$ cat src/rtl/fx_bcd_converter.sv
// Sequential binary-to-BCD converter (shift-add-3). One input bit per clock.
// Define FX_BCD_BLANK_EN to blank leading zero digits (4'hF) when bcd_out is loaded.

module fx_bcd_add3 (
  input  logic [3:0] din,
  output logic [3:0] dout
);
  assign dout = (din >= 4'd5) ? din + 4'd3 : din;
endmodule

module fx_bcd_converter #(
  parameter int BIN_W  = 22,
  parameter int DIGITS = 7
) (
  input  logic                  sys_clk,
  input  logic                  rst,
  input  logic [BIN_W-1:0]      data_fx,
  input  logic                  in_valid,
  output logic                  in_ready,
  output logic [4*DIGITS-1:0]   bcd_out,
  output logic                  out_valid,
  output logic                  busy
);
  localparam int SW    = 4*DIGITS;
  localparam int CNT_W = (BIN_W > 1) ? $clog2(BIN_W) : 1;
  localparam logic [CNT_W-1:0] CNT_LAST = CNT_W'(BIN_W-1);

  localparam logic [1:0] S_IDLE  = 2'd0;
  localparam logic [1:0] S_SHIFT = 2'd1;
  localparam logic [1:0] S_DONE  = 2'd2;

`ifdef FX_BCD_BLANK_EN
  localparam logic [SW-1:0] BCD_RST = {{(DIGITS-1){4'hF}}, 4'h0};

  // Digits above the most significant nonzero digit become 4'hF; units digit always shown.
  function automatic logic [SW-1:0] blank_lead(input logic [SW-1:0] v);
    logic lead;
    blank_lead = v;
    lead = 1'b1;
    for (int i = DIGITS-1; i > 0; i--) begin
      if (lead && v[4*i +: 4] == 4'd0) blank_lead[4*i +: 4] = 4'hF;
      else lead = 1'b0;
    end
  endfunction
`else
  localparam logic [SW-1:0] BCD_RST = '0;
`endif

  logic [1:0]       state;
  logic [CNT_W-1:0] cnt;
  logic [SW-1:0]    scratch;
  logic [SW-1:0]    adj;
  logic [SW-1:0]    nxt_scratch;
  logic [SW-1:0]    load_val;
  logic [BIN_W-1:0] shreg;

  genvar g;
  generate
    for (g = 0; g < DIGITS; g++) begin : g_dig
      fx_bcd_add3 u_add3 (.din(scratch[4*g +: 4]), .dout(adj[4*g +: 4]));
    end
  endgenerate

  assign nxt_scratch = (adj << 1) | SW'(shreg[BIN_W-1]);

`ifdef FX_BCD_BLANK_EN
  assign load_val = blank_lead(nxt_scratch);
`else
  assign load_val = nxt_scratch;
`endif

  assign in_ready = (state == S_IDLE);
  assign busy     = (state != S_IDLE);

  always_ff @(posedge sys_clk) begin
    if (rst) begin
      state     <= S_IDLE;
      cnt       <= '0;
      scratch   <= '0;
      shreg     <= '0;
      bcd_out   <= BCD_RST;
      out_valid <= 1'b0;
    end else begin
      out_valid <= 1'b0;
      case (state)
        S_IDLE: begin
          if (in_valid) begin
            shreg   <= data_fx;
            scratch <= '0;
            cnt     <= '0;
            state   <= S_SHIFT;
          end
        end
        S_SHIFT: begin
          scratch <= nxt_scratch;
          shreg   <= shreg << 1;
          cnt     <= cnt + 1'b1;
          // Result is published in one shot so bcd_out is never seen half-built.
          if (cnt == CNT_LAST) begin
            bcd_out   <= load_val;
            out_valid <= 1'b1;
            state     <= S_DONE;
          end
        end
        S_DONE:  state <= S_IDLE;
        default: state <= S_IDLE;
      endcase
    end
  end
endmodule

$ cat config.mk
export PLATFORM = sky130hd
export DESIGN_NAME = fx_bcd_converter
export DESIGN_NICKNAME = d
export VERILOG_FILES = /design/src/rtl/fx_bcd_converter.sv
export SDC_FILE = /design/constraint.sdc
export NUM_CORES = 1
export LEC_CHECK = 0
export BUFFER_PORTS_ARGS = -buffer_cell sky130_fd_sc_hd__buf_2
export CORE_ASPECT_RATIO = 1.75
export CORE_UTILIZATION = 50
export DETAILED_ROUTE_END_ITERATION = 12
export PLACE_DENSITY = 0.71
export SLEW_MARGIN = 10
export SYNTH_ARGS = -nofsm -noshare
export SYNTH_HDL_FRONTEND = slang
export SYNTH_SLANG_ARGS = --single-unit
$ cat constraint.sdc
create_clock -name sys_clk -period 1.9 [get_ports sys_clk]
set_input_delay 0.38 -clock sys_clk [delete_from_list [all_inputs] [get_ports sys_clk]]
set_output_delay 0.38 -clock sys_clk [all_outputs]
set_load 0.02 [all_outputs]
==> impl_metrics.prom <==
# TYPE chip_impl_metric gauge
chip_impl_info{name="crit_path_cell_trace",value="ha_1 -> nand4b_1 -> or3_1 -> inv_2 -> a21o_1"} 1
chip_impl_metric{name="fin_area",unit="mm^2"} 0.00453
chip_impl_metric{name="postSynthAreaPerCell",unit="um^2"} 8.77
chip_impl_metric{name="grt_max_degree",unit=""} 45
chip_impl_metric{name="comb_power_share",unit="%"} 5.8
chip_impl_metric{name="globalRouteTotalUtil",unit="%"} 22.8
chip_impl_metric{name="num_vias",unit=""} 3281
chip_impl_metric{name="worst_clock_skew",unit="ns"} 0.00536
chip_impl_info{name="list_of_most_frequent_post_synthesis_cells",value="dfxtp_1, nor2_1, nand2_1"} 1
chip_impl_metric{name="layout_cell_share_with_drive_strength_beyond_1",unit="%"} 18.3
chip_impl_metric{name="numCtsBuffers",unit=""} 9
chip_impl_info{name="synthDominantAreaCellType",value="dfxtp_1"} 1
chip_impl_metric{name="initial_utilization",unit="%"} 52.2
chip_impl_info{name="worst_path_dominant_cell_family",value="simple AND/OR/NAND/NOR gates"} 1
chip_impl_metric{name="fillers",unit=""} 671
chip_impl_metric{name="synth.distinct_cells",unit=""} 31
chip_impl_metric{name="fin_crit_sh",unit="%"} 86.7
chip_impl_metric{name="num_antenna_cells",unit=""} 0
chip_impl_metric{name="total_setup_buffers_inserted_after_cts",unit=""} 0
chip_impl_metric{name="synth-seq-area-share",unit="%"} 44.9
chip_impl_info{name="startpoint_type",value="flop"} 1
chip_impl_metric{name="core_region_area",unit="mm^2"} 0.00734
chip_impl_metric{name="switching_share",unit="%"} 21.2
chip_impl_metric{name="cts_hold_repair.buffers",unit=""} 0
chip_impl_metric{name="ant_nets",unit=""} 0
chip_impl_metric{name="instances_no_fill",unit=""} 578
chip_impl_info{name="end_kind",value="flop"} 1
chip_impl_metric{name="tns",unit="ns"} 0
chip_impl_info{name="status",value="completed"} 1
chip_impl_info{name="clockRootBuffer",value="clkbuf_16"} 1
chip_impl_metric{name="maxCapViolCount",unit=""} 0
chip_impl_metric{name="route.detailed.drc",unit=""} 0
chip_impl_metric{name="clock_latency",unit="ns"} 0.34
chip_impl_metric{name="timing.critical_path.arrival",unit="ns"} 1.93
chip_impl_metric{name="antenna_found_initial",unit=""} 0
chip_impl_metric{name="grt_remaining_overflow",unit=""} 0
chip_impl_info{name="grt_setup_unrepaired",value="false"} 1
chip_impl_metric{name="detailed_place_hpwl",unit="um"} 5680
chip_impl_metric{name="drt-wirelength-per-cell",unit="um"} 14.6
chip_impl_metric{name="hold_path_depth",unit=""} 3
chip_impl_metric{name="final_core_area_utilization",unit="%"} 61.7
chip_impl_metric{name="placed_cells_incl_taps",unit=""} 562
chip_impl_metric{name="r2r.worst_path.cells",unit=""} 5
chip_impl_metric{name="timing.critical_path.slowest_cell_delay",unit="ns"} 0.47
chip_impl_metric{name="multi_input_area",unit="mm^2"} 0.00191
chip_impl_metric{name="report.final.hold_viol_count",unit=""} 0
chip_impl_metric{name="cts_num_sinks",unit=""} 86
chip_impl_metric{name="final-seq-area",unit="mm^2"} 0.00172
chip_impl_metric{name="pwr-share-clk",unit="%"} 47.9
chip_impl_info{name="post-synth-top-count-cell",value="dfxtp_1"} 1
chip_impl_info{name="clock_tree_from_tritoncts",value="done"} 1
chip_impl_metric{name="ir_worst_vdd",unit="mV"} 0.543
chip_impl_metric{name="synthesis.area",unit="mm^2"} 0.00383
chip_impl_metric{name="floorplan.io_pins",unit=""} 56
chip_impl_metric{name="rrSetupSlack",unit="ns"} 0.25
chip_impl_metric{name="synth_fp_nets",unit=""} 478
chip_impl_info{name="rr_endpoint",value="bcd_out[17]"} 1
chip_impl_metric{name="critical_path_buf_inv_count",unit=""} 1
chip_impl_metric{name="dpl_cell_area",unit="mm^2"} 0.00419
chip_impl_metric{name="max_clock_freq",unit="GHz"} 0.607
chip_impl_metric{name="floorplan.die_area",unit="mm^2"} 0.00803
chip_impl_metric{name="die_height",unit="um"} 118
chip_impl_info{name="crit_type",value="flop to flop"} 1
chip_impl_metric{name="clock_tree.buffer_depth",unit=""} 2
chip_impl_metric{name="grt_pass1_wl",unit="um"} 14000
chip_impl_metric{name="synth-warning-count",unit=""} 0
chip_impl_info{name="crit_path_top_delay_cell",value="or3_1"} 1
chip_impl_metric{name="edff_count_synth",unit=""} 0
chip_impl_metric{name="pwr_density_cell",unit="mW/mm^2"} 896
chip_impl_info{name="synth_flop_cell",value="dfxtp_1"} 1
chip_impl_metric{name="timing.max_slew.rel_slack",unit="%"} 46.9
chip_impl_metric{name="internal_power",unit="mW"} 3.19
chip_impl_metric{name="timing.final.crit_period",unit="ns"} 1.65
chip_impl_metric{name="floorplan.die.width",unit="um"} 68.2
chip_impl_info{name="hold_path_startpoint",value="data_fx[14]"} 1
chip_impl_metric{name="wirelength",unit="um"} 8430
chip_impl_info{name="synth_area_leaders",value="dfxtp_1, a311oi_1, ha_1"} 1
chip_impl_metric{name="clk_pin_slew",unit="ns"} 0.06
chip_impl_metric{name="worst_ep_required_time",unit="ns"} 2.18
chip_impl_metric{name="cts-resized-gates",unit=""} 0
chip_impl_metric{name="synthesis.instances",unit=""} 437
chip_impl_metric{name="report.final.slew_viol_count",unit=""} 0
chip_impl_metric{name="fin_nets",unit=""} 528
chip_impl_metric{name="worst_max_slew_pin_slew",unit="ns"} 0.794
chip_impl_metric{name="asyncSetResetFlopFracSynth",unit="%"} 0
chip_impl_metric{name="routabilityCongestion",unit=""} 0.790
chip_impl_metric{name="rows",unit=""} 41
chip_impl_metric{name="setup_viol_count_final",unit=""} 0
chip_impl_metric{name="leakage_component_of_the_power",unit="nW"} 1.90
chip_impl_metric{name="sequentialPowerShare",unit="%"} 46.2
chip_impl_metric{name="port_buffers",unit=""} 55
chip_impl_metric{name="first_pass_iters",unit=""} 4
chip_impl_metric{name="flow.area_growth_from_synthesis",unit="%"} 18.1
chip_impl_info{name="min_path_type",value="input port to flop"} 1
chip_impl_metric{name="ys_seq_elements",unit=""} 86
chip_impl_info{name="worst_r2r_startpoint",value="cnt[0]"} 1
chip_impl_metric{name="critical_path.max_fanout",unit=""} 11
chip_impl_metric{name="grt_pass1_vias",unit=""} 3086
chip_impl_metric{name="cts_max_level",unit=""} 3
chip_impl_metric{name="vias_per_cell",unit=""} 5.68
chip_impl_metric{name="synth.top_cell.area_share",unit="%"} 44.9
chip_impl_metric{name="power.switching",unit="mW"} 0.861
chip_impl_metric{name="drt_iter0_drc",unit=""} 168
chip_impl_info{name="hold-path-endpoint",value="shreg[14]"} 1
## worst register-to-register path, delay by kind of cell, from the launching register on
kind | cells | cell delay (ns)
AO/OA/AOI/OAI | 1 | 0.15
adder cells (fa/ha/maj) | 1 | 0.17
buffers and inverters | 1 | 0.23
flip-flops | 1 | 0.40
AND/OR/NAND/NOR | 2 | 0.63
## cell usage in the layout (no fill, tap or decap), types with 4 or more instances in the layout
master     instances
a211oi_1          12
o2bb2ai_1         10
o21ai_0           13
nand2b_1          14
dfxtp_1           86
a21oi_1           28
xnor2_1            7
nor3_1             8
clkbuf_16          9
nor3b_1           22
buf_2             55
nand3_1            9
nand2_1           46
mux2i_1            6
a22o_1            10
a21o_1            10
a311oi_1          24
o22ai_1            4
buf_4             11
ha_1              16
nor2_1            53
inv_1             18
## power groups by stage
stage	clock network, mW	logic [mW]	registers, mW
global placement	0	0.234	1.91
CTS	1.97	0.239	1.88
detailed placement	0	0.237	1.91
floorplan	0	0.157	1.91
finish	1.94	0.236	1.88
global route	2.04	0.265	1.88
## state kept, by name, indices dropped and copies added, names as in the netlist
signal,count
bcd_out,28
cnt,5
out_valid,1
scratch,28
shreg,22
state,2
## worst max-delay path by stage
stage                             end       start  depth (start not counted)  slack [ns]
after floorplan            bcd_out[2]  scratch[0]                          6        0.43
final                     bcd_out[17]      cnt[0]                          5        0.25
after detailed placement  bcd_out[10]      cnt[0]                          5        0.25
after global placement    bcd_out[17]      cnt[0]                          5        0.30
after global routing      bcd_out[17]      cnt[0]                          5        0.14
after CTS                 bcd_out[21]      cnt[0]                          5        0.23
## cell type report
class / count / share of cell area [%]
inverters: 19 / 1.58
well taps: 86 / 2.38
repair buffers: 67 / 8.35
clock buffers: 13 / 5.97
multi-input cells: 304 / 42.2
flip-flops and latches: 86 / 38.0
clock inverters: 3 / 1.44
## metrics by stage
step / hold WS [ns] / setup WS, ns / power [mW]
finish: 0.305 / 0.253 / 4.06
global placement: 0.449 / 0.298 / 2.15
global route: 0.312 / 0.142 / 4.19
detailed placement: 0.448 / 0.247 / 2.15
floorplan: 0.432 / 0.434 / 2.06
CTS: 0.298 / 0.230 / 4.09
## routing by layer
| layer | GRT usage, % | vias to the layer above | part of all wire, % |
|---|---|---|---|
| li1 | - | 1643 | - |
| met1 | 27.1 | 1560 | 45 |
| met2 | 38.1 | 63 | 49 |
| met3 | 4.26 | 15 | 3.9 |
| met4 | 10.3 | 0 | 2.2 |
| met5 | 0 | - | 0 |
## kinds of logic after synthesis
group           count (synthesis)  synth area share (%)
buf+inv                        47                  5.23
compound gates                114                  21.0
simple gates                  158                  19.6
fa+ha+maj                      16                  5.23
mux                             9                  2.45
xor+xnor                        7                  1.60
flops                          86                  44.9
(Power assumes the default switching activity.)
